### src/rtl/sgf_round_phase.sv
// sgf_round_phase: multi-cycle IEEE-754 significand rounding stage.
// Captures a normalized significand with guard/sticky/sign and rounding mode,
// decides the increment, then produces a one-bit-wider post-round significand.
// Ports:
//   clk, rst          rising-edge clock, async active-high reset
//   start             request, sampled only in IDLE
//   Sgf_F             normalized significand (W_Sgf+1 bits incl. hidden bit)
//   guard, sticky     rounding bits below the LSB of Sgf_F
//   sign              result sign (1 = negative)
//   round_mode        00 nearest-even, 01 toward zero, 10 toward +inf, 11 toward -inf
//   Sgf_PR            post-round significand, MSB is carry-out
//   renorm            carry-out set; result needs renormalization
//   inexact           guard | sticky of the rounded operation
//   busy              high in DECIDE, ADD and DONE
//   done              one-cycle pulse while Sgf_PR is first valid
module sgf_round_phase #(
  parameter int unsigned W_Sgf = 23
) (
  input  logic               clk,
  input  logic               rst,
  input  logic               start,
  input  logic [W_Sgf:0]     Sgf_F,
  input  logic               guard,
  input  logic               sticky,
  input  logic               sign,
  input  logic [1:0]         round_mode,
  output logic [W_Sgf+1:0]   Sgf_PR,
  output logic               renorm,
  output logic               inexact,
  output logic               busy,
  output logic               done
);

  localparam int unsigned W_IN  = W_Sgf + 1;
  localparam int unsigned W_OUT = W_Sgf + 2;

  typedef enum logic [1:0] {IDLE, DECIDE, ADD, DONE} state_t;

  state_t            state;
  logic [W_IN-1:0]   sgf_q;
  logic              guard_q;
  logic              sticky_q;
  logic              sign_q;
  logic [1:0]        mode_q;
  logic              inc;
  logic              inc_c;
  logic [W_OUT-1:0]  sum_c;

  // Increment decision from the captured operands.
  always_comb begin
    inc_c = 1'b0;
    case (mode_q)
      2'b00:   inc_c = guard_q & (sticky_q | sgf_q[0]);
      2'b01:   inc_c = 1'b0;
      2'b10:   inc_c = ~sign_q & (guard_q | sticky_q);
      default: inc_c = sign_q & (guard_q | sticky_q);
    endcase
  end

  // Full-width add so the carry lands in the MSB instead of being dropped.
  assign sum_c = {1'b0, sgf_q} + W_OUT'(inc);

  // Sequencer with registered outputs; busy/done are pure state decodes.
  always_ff @(posedge clk or posedge rst) begin
    if (rst) begin
      state    <= IDLE;
      sgf_q    <= '0;
      guard_q  <= 1'b0;
      sticky_q <= 1'b0;
      sign_q   <= 1'b0;
      mode_q   <= 2'b00;
      inc      <= 1'b0;
      Sgf_PR   <= '0;
      renorm   <= 1'b0;
      inexact  <= 1'b0;
      busy     <= 1'b0;
      done     <= 1'b0;
    end else begin
      case (state)
        IDLE: begin
          if (start) begin
            sgf_q    <= Sgf_F;
            guard_q  <= guard;
            sticky_q <= sticky;
            sign_q   <= sign;
            mode_q   <= round_mode;
            busy     <= 1'b1;
            state    <= DECIDE;
          end
        end
        DECIDE: begin
          inc   <= inc_c;
          state <= ADD;
        end
        ADD: begin
          Sgf_PR  <= sum_c;
          renorm  <= sum_c[W_OUT-1];
          inexact <= guard_q | sticky_q;
          done    <= 1'b1;
          state   <= DONE;
        end
        default: begin
          done  <= 1'b0;
          busy  <= 1'b0;
          state <= IDLE;
        end
      endcase
    end
  end

endmodule

### config.mk
export PLATFORM = sky130hd
export DESIGN_NAME = sgf_round_phase
export DESIGN_NICKNAME = d
export VERILOG_FILES = /design/src/rtl/sgf_round_phase.sv
export SDC_FILE = /design/constraint.sdc
export NUM_CORES = 1
export LEC_CHECK = 0
export BUFFER_PORTS_ARGS = -buffer_cell sky130_fd_sc_hd__buf_2
export CAP_MARGIN = 0
export CORE_UTILIZATION = 35
export DETAILED_ROUTE_END_ITERATION = 8
export PLACE_DENSITY = 0.58
export SYNTH_ARGS = -nofsm -noshare
export SYNTH_HDL_FRONTEND = slang
export SYNTH_SLANG_ARGS = --single-unit
### constraint.sdc
create_clock -name clk -period 2.88 [get_ports clk]
set_input_delay 0.144 -clock clk [delete_from_list [all_inputs] [get_ports clk]]
set_output_delay 0.144 -clock clk [all_outputs]
set_load 0.005 [all_outputs]
---- Word level (Yosys, flattened, before mapping) ----
Index checks and enable logic that the tools add are counted.
operators by class
  muxes and demuxes ....................... 6
  bitwise gates (word level) .............. 7
  add/sub/neg operators ................... 1
  eq/ne operators ......................... 5
  reductions and logical operators ........ 6
operators with widths
  cell                                                                    count
  24-bit by 1-bit adder with 25-bit output                                1
  2-bit one-hot mux with 3 select lines                                   1
  2-bit by 1-bit equality test with 1-bit output (second input constant)  2
  2-bit equality test (second input constant)                             2
  2-bit zero test                                                         2
  1-bit one-hot mux with 2 select lines                                   2
  2-bit AND reduction                                                     2
  2-bit OR reduction                                                      2
  1-bit AND                                                               3
  1-bit one-hot mux with 3 select lines                                   1
  2-bit two-way mux                                                       1
  2-bit inequality test (second input constant)                           1
  1-bit inverter                                                          2
  1-bit bitwise OR                                                        2
  1-bit two-way mux                                                       1
word-level totals
  flip-flop bits (word level) ............. 61
  input bits .............................. 32
  output and inout port bits .............. 29

---- Logic depth before layout (Yosys ltp) ----
  depth after elaboration ................. 4
  depth in mapped cells ................... 6
  gate-level depth less buffers ........... 6

---- Least setup slack after synthesis ----
OpenSTA, ideal clock, no wires.
  kind .................................... register -> register
  from .................................... register sgf_q[0]
  to ...................................... register Sgf_PR[20]
  setup time .............................. 0.124 ns
  clock period less this slack ............ 1.785 ns
  path buffers ............................ 0
  slack ................................... 1.095 ns
  arrival ................................. 1.662 ns
  cell stages (with the launch flop) ...... 7
  data required time ...................... 2.756 ns
  cells stage by stage .................... dfrtp_1 > ha_1 > ha_1 > and4_1 > nand4_1 > mux2i_1 > a211o_1
between the ends
  longest elaborated chain between the ends .. 1
RTL lines
  item                                      line  RTL
  start: declaration                        40    logic [W_IN-1:0] sgf_q;
  start signal: assignment                  82    sgf_q <= Sgf_F;
  24-bit by 1-bit adder with 25-bit output  61    assign sum_c = {1'b0, sgf_q} + W_OUT'(inc);
  end signal: assignment                    96    Sgf_PR <= sum_c;
  end: declaration                          27    output logic [W_Sgf+1:0] Sgf_PR,
Every way passes these cells.
A chain may end at the register's enable or synchronous reset.

---- Final worst setup path ----
Ends and elaborated chain as after synthesis.

==> impl_metrics.toml <==
[yosys]
yosys_most_used_dff = "dfrtp_1"
yosys.area.top_type = "dfrtp_1"
yosys_register_bits = 60
synth_top_area_share_pct = 53.03
synth_cell_types = 39
yosysMostFrequentCell = "dfrtp_1"
seq_area_frac_synth_pct = 53.03
synthArstFlopShare_pct = 100.0
synth_fp_nets = 290
syn-cell-area_um2 = 2831
synthTopCellsByCount = "60 x dfrtp_1, 31 x mux2_2, 22 x nor2_1"
synth_area_leaders = "dfrtp_1 53%, mux2_2 12%, ha_1 3.1%, xor2_1 3.1%, nor2_1 2.9%"
synth_edf_count = 0
yosysWarnings = 0
postSynthCellCount = 251
syn-mean-instance-area_um2 = 11.28

[clock_network]
cts_buffers = 9
clockBufferDepth = 2
post_cts_buffers = 0
clock_latency_ns = 0.34
cts_resized = 0
h-tree-depth = 3
cts.sinks = 60
clk_pin_slew_ns = 0.06
root_buffer = "clkbuf_8"
cts_tree = "done"

[floorplan]
core_area_um2 = 7767
core.rowCount = 32
die_x_um = 91.95
die-area_um2 = 8454
dieHeight_um = 91.95
pin_count = 61
start_util_pct = 36.45

[routing]
drc = 0
drt-total-wl_um = 5986
drtPass1Iterations = 4
ant_nets = 0
drt-initial-drc-count = 82
vias = 2089
via_per_inst = 4.962
wl_per_cell_um = 14.22

[global_routing]
first_global_vias = 2021
grt-ovfl-total = 0
grt_start_max_net_pins = 61
grt_pass1_wl_um = 9880
antenna_found_initial = 0
grt_usage_pct = 15.35

[timing]
tns_ns = 0
slew_violations = 0
slew_headroom_pct = 67.70
rsz0062_at_grt = "no"
finalHoldViolCount = 0
fmax_ghz = 0.4999
period_share_pct = 69.47
tightest_slew_ns = 0.4833
hold_ws_ns = 0.03133
fin_skew_ns = 0.005581
setup_viol = 0
period_minus_slack_ns = 2.001

[flow_run]
maxCapViolCount = 0

[cells_and_area]
multi_input_area_um2 = 1254
area_delta_synth_final_pct = 21.56
diodes = 0
drive_gt1_share_pct = 35.42
num-nets-final = 354
seqCellArea_um2 = 1501
stdcell_count = 421
final_area_um2 = 3442
fillers = 758

[setup_path]
rrSetupSlack_ns = 0.88
arrival_ns = 2.23
critical_path_class = "reg2reg"
cp-end-kind = "flip-flop"
cp_max_fo = 5
crit_path_start_kind = "flip-flop"
critPathRequiredTime_ns = 3.11

[placement]
place_hpwl_um = 4286
port_buffers = 60
dpl_cell_area_um2 = 3244
globalplace.congestion = 0.7697
dp_cells = 405

[status]
status = "finished, final reports clean"

[pwr]
power.density_nw_per_um2 = 1090
total_power_mw = 3.751
vdd_drop_max_mv = 0.3730
power_leakage_nw = 1.532

[hold_path]
hp-class = "in2reg"
## placed cells by master, fill, tap and decap left out, types with 2 or more instances in the layout
cell type and instances:
dfrtp_1 60, mux2_2 31, mux2i_1 4, nand3_1 10
nand4_1 7, o31ai_1 6, xor2_1 10, or4_1 4
nand2b_1 2, nor2_1 22, clkbuf_8 13, ha_1 7
nand4b_1 2, xnor2_1 4, buf_2 60, and2_1 4
o21ai_0 6, nand2_1 16, a21oi_1 15, buf_4 3
nor4_1 3, a31oi_1 5, inv_1 3, and4_1 3
## flip-flops by register name (all words and copies together), names as in the netlist
name	count
Sgf_PR	25
sgf_q	24
mode_q	2
state	2
busy	1
done	1
guard_q	1
inc	1
inexact	1
sign_q	1
sticky_q	1
## power by group
group	internal (mW)	total (mW)	switching, mW
logic	0.710	1.37	0.659
clock network	0.401	0.720	0.319
registers	1.27	1.66	0.389
total	2.38	3.75	1.37
## worst paths after layout
kind / depth (start not counted) / from / to
min: 2 / round_mode[0] / mode_q[0]
max reg2reg: 6 / sgf_q[0] / Sgf_PR[20]
min in group asynchronous: 4 / rst / mode_q[0]
min reg2reg: 2 / Sgf_PR[18] / Sgf_PR[18]
max: 6 / sgf_q[0] / Sgf_PR[20]
max in group asynchronous: 4 / rst / sgf_q[19]
## per-layer routing
layer	global-route usage, %	part of all wire, %	vias to the layer above
met5	0	0	-
met4	7.422	1.9	0
met3	3.234	3.6	10
met2	23.88	47	51
met1	20.32	48	998
li1	-	-	1030
## cell families (layout without fill, tap and decap cells)
kind of cell | after synthesis | after routing | share of synthesized area (%)
AOI/OAI and AO/OA | 37 | 37 | 7.866
xor gates and xnor gates | 14 | 14 | 4.330
adders and majority gates | 7 | 7 | 3.093
buffers and inverters | 17 | 85 | 2.695
DFF | 60 | 60 | 53.03
muxes | 35 | 35 | 13.74
and+or+nand+nor | 81 | 81 | 15.25
## timing repair
item | in CTS | in global routing
endpoints found under the hold margin | 60 | 0
setup endpoints to repair | 0 | 0
hold buffers | 1 | 0
## layout make-up
| cell class | instances | area share [%] |
|---|---|---|
| Clock inverter | 1 | 0.1454 |
| Timing Repair Buffer | 65 | 10.25 |
| Clock buffer | 14 | 5.307 |
| Sequential cell | 60 | 43.62 |
| Inverter | 5 | 0.5453 |
| Tap cell | 102 | 3.708 |
| Multi-Input combinational cell | 174 | 36.42 |
## worst max-delay path, stage by stage (launching register included)
cell	delay [ns]
dfrtp_1	0.38
ha_1	0.16
ha_1	0.24
and4_1	0.29
nand4_1	0.32
mux2i_1	0.21
a211o_1	0.28
## stage by stage
step	utilization [%]	setup slack (ns)
2_1_floorplan	-	1.095
3_3_place_gp	41.77	0.9242
3_5_place_dp	41.77	0.8865
4_1_cts	44.31	0.8721
5_1_grt	44.31	0.6988
6_report	44.31	0.8794
No activity file was read; power rests on OpenSTA's default activity.
